==> config.mk <==
export PLATFORM = sky130hd
export DESIGN_NAME = div_unit
export DESIGN_NICKNAME = d
export VERILOG_FILES = /design/src/rtl/div_unit_pkg.sv /design/src/rtl/div_step.sv /design/src/rtl/div_unit.sv
export SDC_FILE = /design/constraint.sdc
export NUM_CORES = 1
export LEC_CHECK = 0
export ABC_AREA = 1
export ABC_CLOCK_PERIOD_IN_PS = 3150
export BUFFER_PORTS_ARGS = -buffer_cell sky130_fd_sc_hd__buf_2
export CAP_MARGIN = 20
export CORE_ASPECT_RATIO = 1.4
export CORE_MARGIN = 2
export CORE_UTILIZATION = 55
export DETAILED_ROUTE_END_ITERATION = 10
export PLACE_DENSITY_LB_ADDON = 0.25
export SLEW_MARGIN = 40
export SYNTH_ARGS = -nofsm -noshare
export SYNTH_HDL_FRONTEND = slang
export SYNTH_HIERARCHICAL = 1
export SYNTH_SLANG_ARGS = --single-unit
export TNS_END_PERCENT = 1
==> constraint.sdc <==
create_clock -name clock -period 3.15 [get_ports clock]
set_input_delay 0.63 -clock clock [delete_from_list [all_inputs] [get_ports clock]]
set_output_delay 0.63 -clock clock [all_outputs]
set_load 0.01 [all_outputs]
==> src/rtl/div_unit_pkg.sv <==
// Shared constants for the multi-cycle arithmetic units: operand width, counter width,
// the common 2-bit state encoding, and a two's-complement magnitude helper.
package div_unit_pkg;

    localparam int WIDTH = 32;
    localparam int CNT_W = 6;

    typedef enum logic [1:0] {
        IDLE = 2'd0,
        CALC = 2'd1,
        FIX  = 2'd2,
        DONE = 2'd3
    } divState_t;

    // 0x80000000 maps to itself, which is the correct unsigned magnitude.
    function automatic logic [WIDTH-1:0] magnitude(input logic [WIDTH-1:0] v);
        return v[WIDTH-1] ? -v : v;
    endfunction

endpackage

==> src/rtl/div_step.sv <==
// One restoring-division iteration, combinational (zero latency).
// No flow control; the owning FSM decides when the result is registered.
module div_step #(
    parameter int WIDTH = div_unit_pkg::WIDTH
) (
    input  logic [WIDTH-1:0] rem,
    input  logic [WIDTH-1:0] quo,
    input  logic [WIDTH-1:0] divisor,
    output logic [WIDTH-1:0] nextRem,
    output logic [WIDTH-1:0] nextQuo
);

    logic [WIDTH:0] shifted;
    logic [WIDTH:0] trial;

    // rem < divisor <= 2^(WIDTH-1) keeps the shifted value inside WIDTH+1 bits.
    assign shifted = {rem, quo[WIDTH-1]};
    assign trial   = shifted - {1'b0, divisor};
    assign nextRem = trial[WIDTH] ? shifted[WIDTH-1:0] : trial[WIDTH-1:0];
    assign nextQuo = {quo[WIDTH-2:0], ~trial[WIDTH]};

endmodule

==> src/rtl/div_unit.sv <==
// Signed 32-bit restoring divider: quotient to Lo, remainder to Hi; done follows start by WIDTH+1 edges, or at once for /0.
// No backpressure: the control unit waits on div_done; starts outside IDLE are dropped.
module div_unit #(
    parameter int WIDTH = div_unit_pkg::WIDTH,
    parameter int CNT_W = div_unit_pkg::CNT_W
) (
    input  logic             clock,
    input  logic             reset,
    input  logic             div_start,
    input  logic [WIDTH-1:0] a_in,
    input  logic [WIDTH-1:0] b_in,
    output logic [WIDTH-1:0] hi_out,
    output logic [WIDTH-1:0] lo_out,
    output logic             div_busy,
    output logic             div_done,
    output logic             div_zero
);

    import div_unit_pkg::*;

    divState_t        state;
    logic [WIDTH-1:0] rem;
    logic [WIDTH-1:0] quo;
    logic [WIDTH-1:0] divisor;
    logic [WIDTH-1:0] nextRem;
    logic [WIDTH-1:0] nextQuo;
    logic [CNT_W-1:0] cnt;
    logic             sq;
    logic             sr;

    div_step #(
        .WIDTH(WIDTH)
    ) stepUnit (
        .rem    (rem),
        .quo    (quo),
        .divisor(divisor),
        .nextRem(nextRem),
        .nextQuo(nextQuo)
    );

    always_ff @(posedge clock) begin
        if (!reset) begin
            state    <= IDLE;
            rem      <= '0;
            quo      <= '0;
            divisor  <= '0;
            cnt      <= '0;
            sq       <= 1'b0;
            sr       <= 1'b0;
            hi_out   <= '0;
            lo_out   <= '0;
            div_busy <= 1'b0;
            div_done <= 1'b0;
            div_zero <= 1'b0;
        end else begin
            case (state)
                IDLE: begin
                    if (div_start) begin
                        div_busy <= 1'b1;
                        if (b_in == '0) begin
                            // Results are left untouched so Hi/Lo keep the previous quotient.
                            div_zero <= 1'b1;
                            div_done <= 1'b1;
                            state    <= DONE;
                        end else begin
                            quo      <= magnitude(a_in);
                            divisor  <= magnitude(b_in);
                            rem      <= '0;
                            cnt      <= '0;
                            sq       <= a_in[WIDTH-1] ^ b_in[WIDTH-1];
                            sr       <= a_in[WIDTH-1];
                            div_zero <= 1'b0;
                            state    <= CALC;
                        end
                    end
                end
                CALC: begin
                    rem <= nextRem;
                    quo <= nextQuo;
                    cnt <= cnt + CNT_W'(1);
                    if (cnt == CNT_W'(WIDTH - 1)) begin
                        state <= FIX;
                    end
                end
                FIX: begin
                    lo_out   <= sq ? -quo : quo;
                    hi_out   <= sr ? -rem : rem;
                    div_done <= 1'b1;
                    state    <= DONE;
                end
                DONE: begin
                    div_done <= 1'b0;
                    div_busy <= 1'b0;
                    state    <= IDLE;
                end
                default: state <= IDLE;
            endcase
        end
    end

endmodule
-- Word-level counts from Yosys, hierarchy flattened
Index checks and enable logic that the tools add are counted.
- bits in registers: 173
- input port bits: 67
- reductions and logical operators: 11
- multiplexer cells: 24
- $add $sub $neg: 6
- eq/ne operators: 8
- bitwise logic cells: 3
- operators with widths (kind ; number):
    two-way mux 32 bit ; 9
    negation 32 bit ; 4
    one-hot mux 32 bit (2 select lines) ; 2
    subtractor 33 x 32 -> 33 bit ; 1
    logical NOT 32 bit ; 1
    two-way mux 6 bit ; 2
    one-hot mux 6 bit (2 select lines) ; 1
    AND reduction 3 bit ; 3
    != test 2 bit (second input constant) ; 4
    one-hot mux 2 bit (4 select lines) ; 1
    adder 6 x 1 -> 6 bit (second input constant) ; 1
    == test 6 x 5 -> 1 bit (second input constant) ; 1
    two-way mux 2 bit ; 3
    AND reduction 2 bit ; 3
    == test 2 bit (second input constant) ; 2
    two-way mux 1 bit ; 4
    nonzero test 2 bit ; 2
    one-hot mux 1 bit (3 select lines) ; 1
    nonzero test 3 bit ; 1
    == test 2 x 1 -> 1 bit (second input constant) ; 1
    logical NOT 2 bit ; 1
    NOT 1 bit ; 2
    one-hot mux 1 bit (2 select lines) ; 1
    bitwise XOR 1 bit ; 1

-- Depth between registers and ports, before layout
- depth in word-level cells: 5
- depth in mapped cells: 19

-- By module
Netlist, hierarchy kept.
- modules (own cells, without submodules) (module ; instances ; cells each ; area an instance (um^2) ; sequential area each (um^2)):
    div_unit ; 1 ; 1679 ; 10361.2 ; 3463.3
    div_step ; 1 ; 715 ; 3533.4 ; 0.0

-- Worst setup path after synthesis
Ideal clock, no wire load.
- kind: register -> register
- from: register quo[31]
- to: register rem[22]
- clock period less this slack: 2.272 ns
- slack: 0.878 ns
- cell stages (with the launch flop): 19
- arrival time: 2.157 ns
- setup time: 0.115 ns
- buffers on the path: 1
- cell sequence: dfxtp_1 inv_1 ha_1 fa_1 inv_1 nand2_1 nand2_1 nand3_1 nand2_2 nand2_2 nand2_4 nand2_4 nand3_1 nand2_4 buf_12 nand2_2 nand2_1 a21oi_1 nor2_1
- cells in the longest elaborated chain, start to end: 3
- ends and longest elaborated chain (item ; line ; text):
    start: declaration ; div_unit.sv:23 ; logic [WIDTH-1:0] quo;
    start signal: assignment ; div_unit.sv:66 ; quo <= magnitude(a_in);
    start signal: assignment ; div_unit.sv:79 ; quo <= nextQuo;
    subtractor 33 x 32 -> 33 bit ; div_step.sv:18 ; assign trial = shifted - {1'b0, divisor};
    two-way mux 32 bit ; div_step.sv:19 ; assign nextRem = trial[WIDTH] ? shifted[WIDTH-1:0] : trial[WIDTH-1:0];
    net nextRem[22] ; div_unit.sv:25 ; logic [WIDTH-1:0] nextRem;
    one-hot mux 32 bit (2 select lines) ; div_unit.sv:56 ; case (state)
    end signal: assignment ; div_unit.sv:78 ; rem <= nextRem;
    end: declaration ; div_unit.sv:22 ; logic [WIDTH-1:0] rem;
The timed path passes the listed nets, and every way through them passes these cells.
A chain may end at the register's enable or synchronous reset.

-- Worst setup path in the final report
- from: register quo[31]
- to: register rem[13]
Same word-level chain as after synthesis.

==> key figures <==
Status
  • Outcome: finished clean

Setup path
  • Crit end category: register
  • Crit start category: register
  • CP top delay family: simple AND/OR/NAND/NOR gates
  • Req. time, crit path: 3530 ps
  • Worst EP arrival: 3040 ps
  • FF-to-FF End: rem[13]
  • FF-to-FF Start: quo[31]
  • Critical path's largest stage delay: 400 ps
  • Worst path bufs/invs: 2
  • Critical Path Most Common Cell: nand2_4
  • CP Cell Sequence: inv_1 -> ha_1 -> fa_1 -> inv_1 -> nand2_1 -> nand2_1 -> nand3_1 -> nand2_2 -> nand2_2 -> nand2_4 -> nand2_4 -> nand2_4 -> nand2_4 -> nand2_4 -> nand2_1 -> nand2_1 -> a21oi_1 -> nor2_1
  • R2R setup slack: 500 ps
  • Crit Path Max Fanout: 32
  • Critical path class: register to register
  • CP max-delay cell: fa_1
  • R2R depth: 18

Yosys
  • Synth Cell Area: 13,900 um2
  • Yosys cell types: 44
  • Synth warn: 6
  • Synth Instances: 2,394
  • Seq/Total Area, Yosys: 24.9%
  • Register bit count reported by yosys: 173
  • Post-Syn Area per Cell: 5.80 um2
  • Net Count, Synth: 2,503

Route
  • Met3 wire length: 1290 um
  • Post-DRT Antenna Nets: 0
  • Vias per cell: 5.36
  • Post-Route WL: 43,700 um
  • Residual DRC: 0
  • Vias: 14,900
  • DRT Pass-1 Iters: 5
  • Metal-1 WL: 16,400 um
  • Routed wl met2: 23,000 um
  • 1st-iter DRT viols: 887
  • WL/cell: 15.7 um
  • Highest routed layer: met4

Global routing
  • First-pass GRT wire length: 69,500 um
  • Initial antenna violation count: 0
  • Gr ovfl total: 0
  • Largest net degree at the start of global routing: 103
  • Number of global-route vias before repair: 14,100
  • Total track usage: 32.5%

Pwr
  • Clock power frac: 10.6%
  • LEAKAGE: 0.00802 uW
  • Seq pwr share: 20.4%
  • Power Internal: 8590 uW
  • Peak supply drop: 0.000991 V
  • Gate power share: 69.0%
  • Power Density: 1320 nW/um2
  • Total net switching power: 11,300 uW
  • Switching Share: 56.8%

STA
  • Slew @ Worst Pin: 800 ps
  • Final Skew: 14.6 ps
  • Max-slew violations: 0
  • Max-Slew Margin vs Limit: 46.1%
  • RSZ-0062 raised after global routing: no
  • Fmax: 0.377 GHz
  • Total negative setup slack: 0 ps
  • # setup viols final: 0
  • Tcrit/Tclk final: 84.2%
  • Hold Violations, Final: 0
  • Period minus WS final: 2650 ps

Clock network
  • Level count of the clock H-tree: 4
  • CTS root buffer: clkbuf_16
  • Post-CTS sizing: 0
  • Worst-path clk slew: 70 ps
  • Bufs on Longest Clock Path: 2
  • CTS tree: built
  • Clock Sinks: 173
  • Later-pin clock latency in the skew report: 450 ps
  • Setup Fix Bufs, Post-CTS: 0
  • Total CTS buffers: 17
  • CTS Hold Buffers Added: 0

Finish
  • Antenna cells: 0
  • Most frequent cells in the layout: nand2_1, nor2_1, inv_1
  • Layout cells sized above 1: 10.4%
  • Total area of sequential cells: 3460 um2
  • Area delta synth->final: 8.36%
  • Area occupied by multi-input gates: 8520 um2
  • Fillers: 2,557
  • Most common cell after layout, fill and taps aside: nand2_1
  • Final Net Count: 2,566
  • Final instance area: 15,100 um2

Run
  • Max_cap viols: 0

Placement
  • Routability cong.: 0.990
  • IO Port Bufs: 133
  • Dpl hpwl: 34,000 um
  • Placed inst area: 14,500 um2

Worst hold path
  • HP Start: b_in[0]
  • Hold path depth: 3
  • Hold Path Class: input pin to register
  • Hold Path End: divisor[0]

Die
  • Boundary Pins: 134
  • Core Box Area: 24,800 um2
  • Die span in y: 192 um
  • DIE AREA: 26,600 um2
  • DIE WIDTH: 138 um
  • Std cell rows: 68
  • Initial Util: 56.1%
## power by group through the flow
stage	combinational, uW	sequential [uW]	clock (uW)
5_1_grt	15400	4110	2210
6_report	13700	4060	2110
2_1_floorplan	10800	3860	0
3_5_place_dp	13400	4070	0
4_1_cts	13500	4030	2130
3_3_place_gp	13300	4070	0
## synthesized netlist by cell type, drive strengths merged
master | number | share of area, %
a21o | 4 | 0.22
a21oi | 143 | 5.3
a31oi | 6 | 0.27
and2 | 3 | 0.14
and3 | 1 | 0.045
buf | 59 | 3.6
clkbuf | 58 | 1.6
clkinv | 2 | 0.054
dfxtp | 173 | 25
fa | 1 | 0.14
ha | 41 | 3.7
inv | 321 | 8.7
nand2 | 714 | 20
nand3 | 171 | 6.4
nand3b | 8 | 0.43
nand4 | 27 | 1.3
nor2 | 376 | 10
nor3 | 18 | 0.65
nor4 | 3 | 0.14
o211ai | 14 | 0.76
o21ai | 172 | 6.2
o21bai | 5 | 0.27
o221ai | 10 | 0.63
o31ai | 2 | 0.11
or2 | 3 | 0.14
xnor2 | 16 | 1.0
xor2 | 43 | 2.7
## worst max path at each step
stage | from | endpoint | slack (ps) | cells after the start
finish | quo[31] | rem[13] | 500 | 18
global route | quo[31] | rem[9] | 280 | 18
CTS | quo[31] | rem[13] | 540 | 18
detailed placement | b_in[0] | divisor[6] | 410 | 10
global placement | b_in[0] | divisor[29] | 440 | 12
floorplan | quo[31] | rem[22] | 880 | 18
## state kept, by name, indices dropped and copies added (netlist names), 2 cells and up
name,count
cnt,6
divisor,32
hi_out,32
lo_out,32
quo,32
rem,32
state,2
## worst min-delay path, stage by stage
cell,delay [ps]
buf_2,70
inv_1,50
a21oi_1,110
## through the flow
step	total power, uW	instances	utilization, %	hold slack [ps]	setup slack (ps)
after floorplan	14600	2394	-	452	878
after global placement	17300	2753	58.5	460	439
after detailed placement	17500	2753	58.5	465	414
after CTS	19700	2785	60.8	454	542
after global routing	21800	2785	60.8	486	281
final	19900	2785	60.8	459	497
## metal layers
layer / GRT usage (%) / up-vias
met2: 62.7 / 393
met5: 0 / -
met1: 33.5 / 6749
met3: 2.97 / 153
li1: - / 7639
met4: 21.4 / 0
## area by class of cell
class	count	share of cell area [%]
clock inverters	14	0.898
inverters	323	8.05
well taps	315	2.62
multi-input cells	1781	56.6
repair buffers	161	5.94
clock buffers	18	2.92
flip-flops and latches	173	23.0
## cell families (layout without fill, tap and decap cells)
| family | count (synthesis) | after routing | share of synthesized area (%) |
|---|---|---|---|
| AOI/OAI and AO/OA | 356 | 356 | 13.7 |
| buffers and inverters | 440 | 516 | 13.9 |
| adders and majority gates | 42 | 42 | 3.84 |
| xor gates and xnor gates | 59 | 59 | 3.72 |
| and+or+nand+nor | 1324 | 1324 | 39.9 |
| DFF | 173 | 173 | 24.9 |
(Power assumes the default switching activity.)
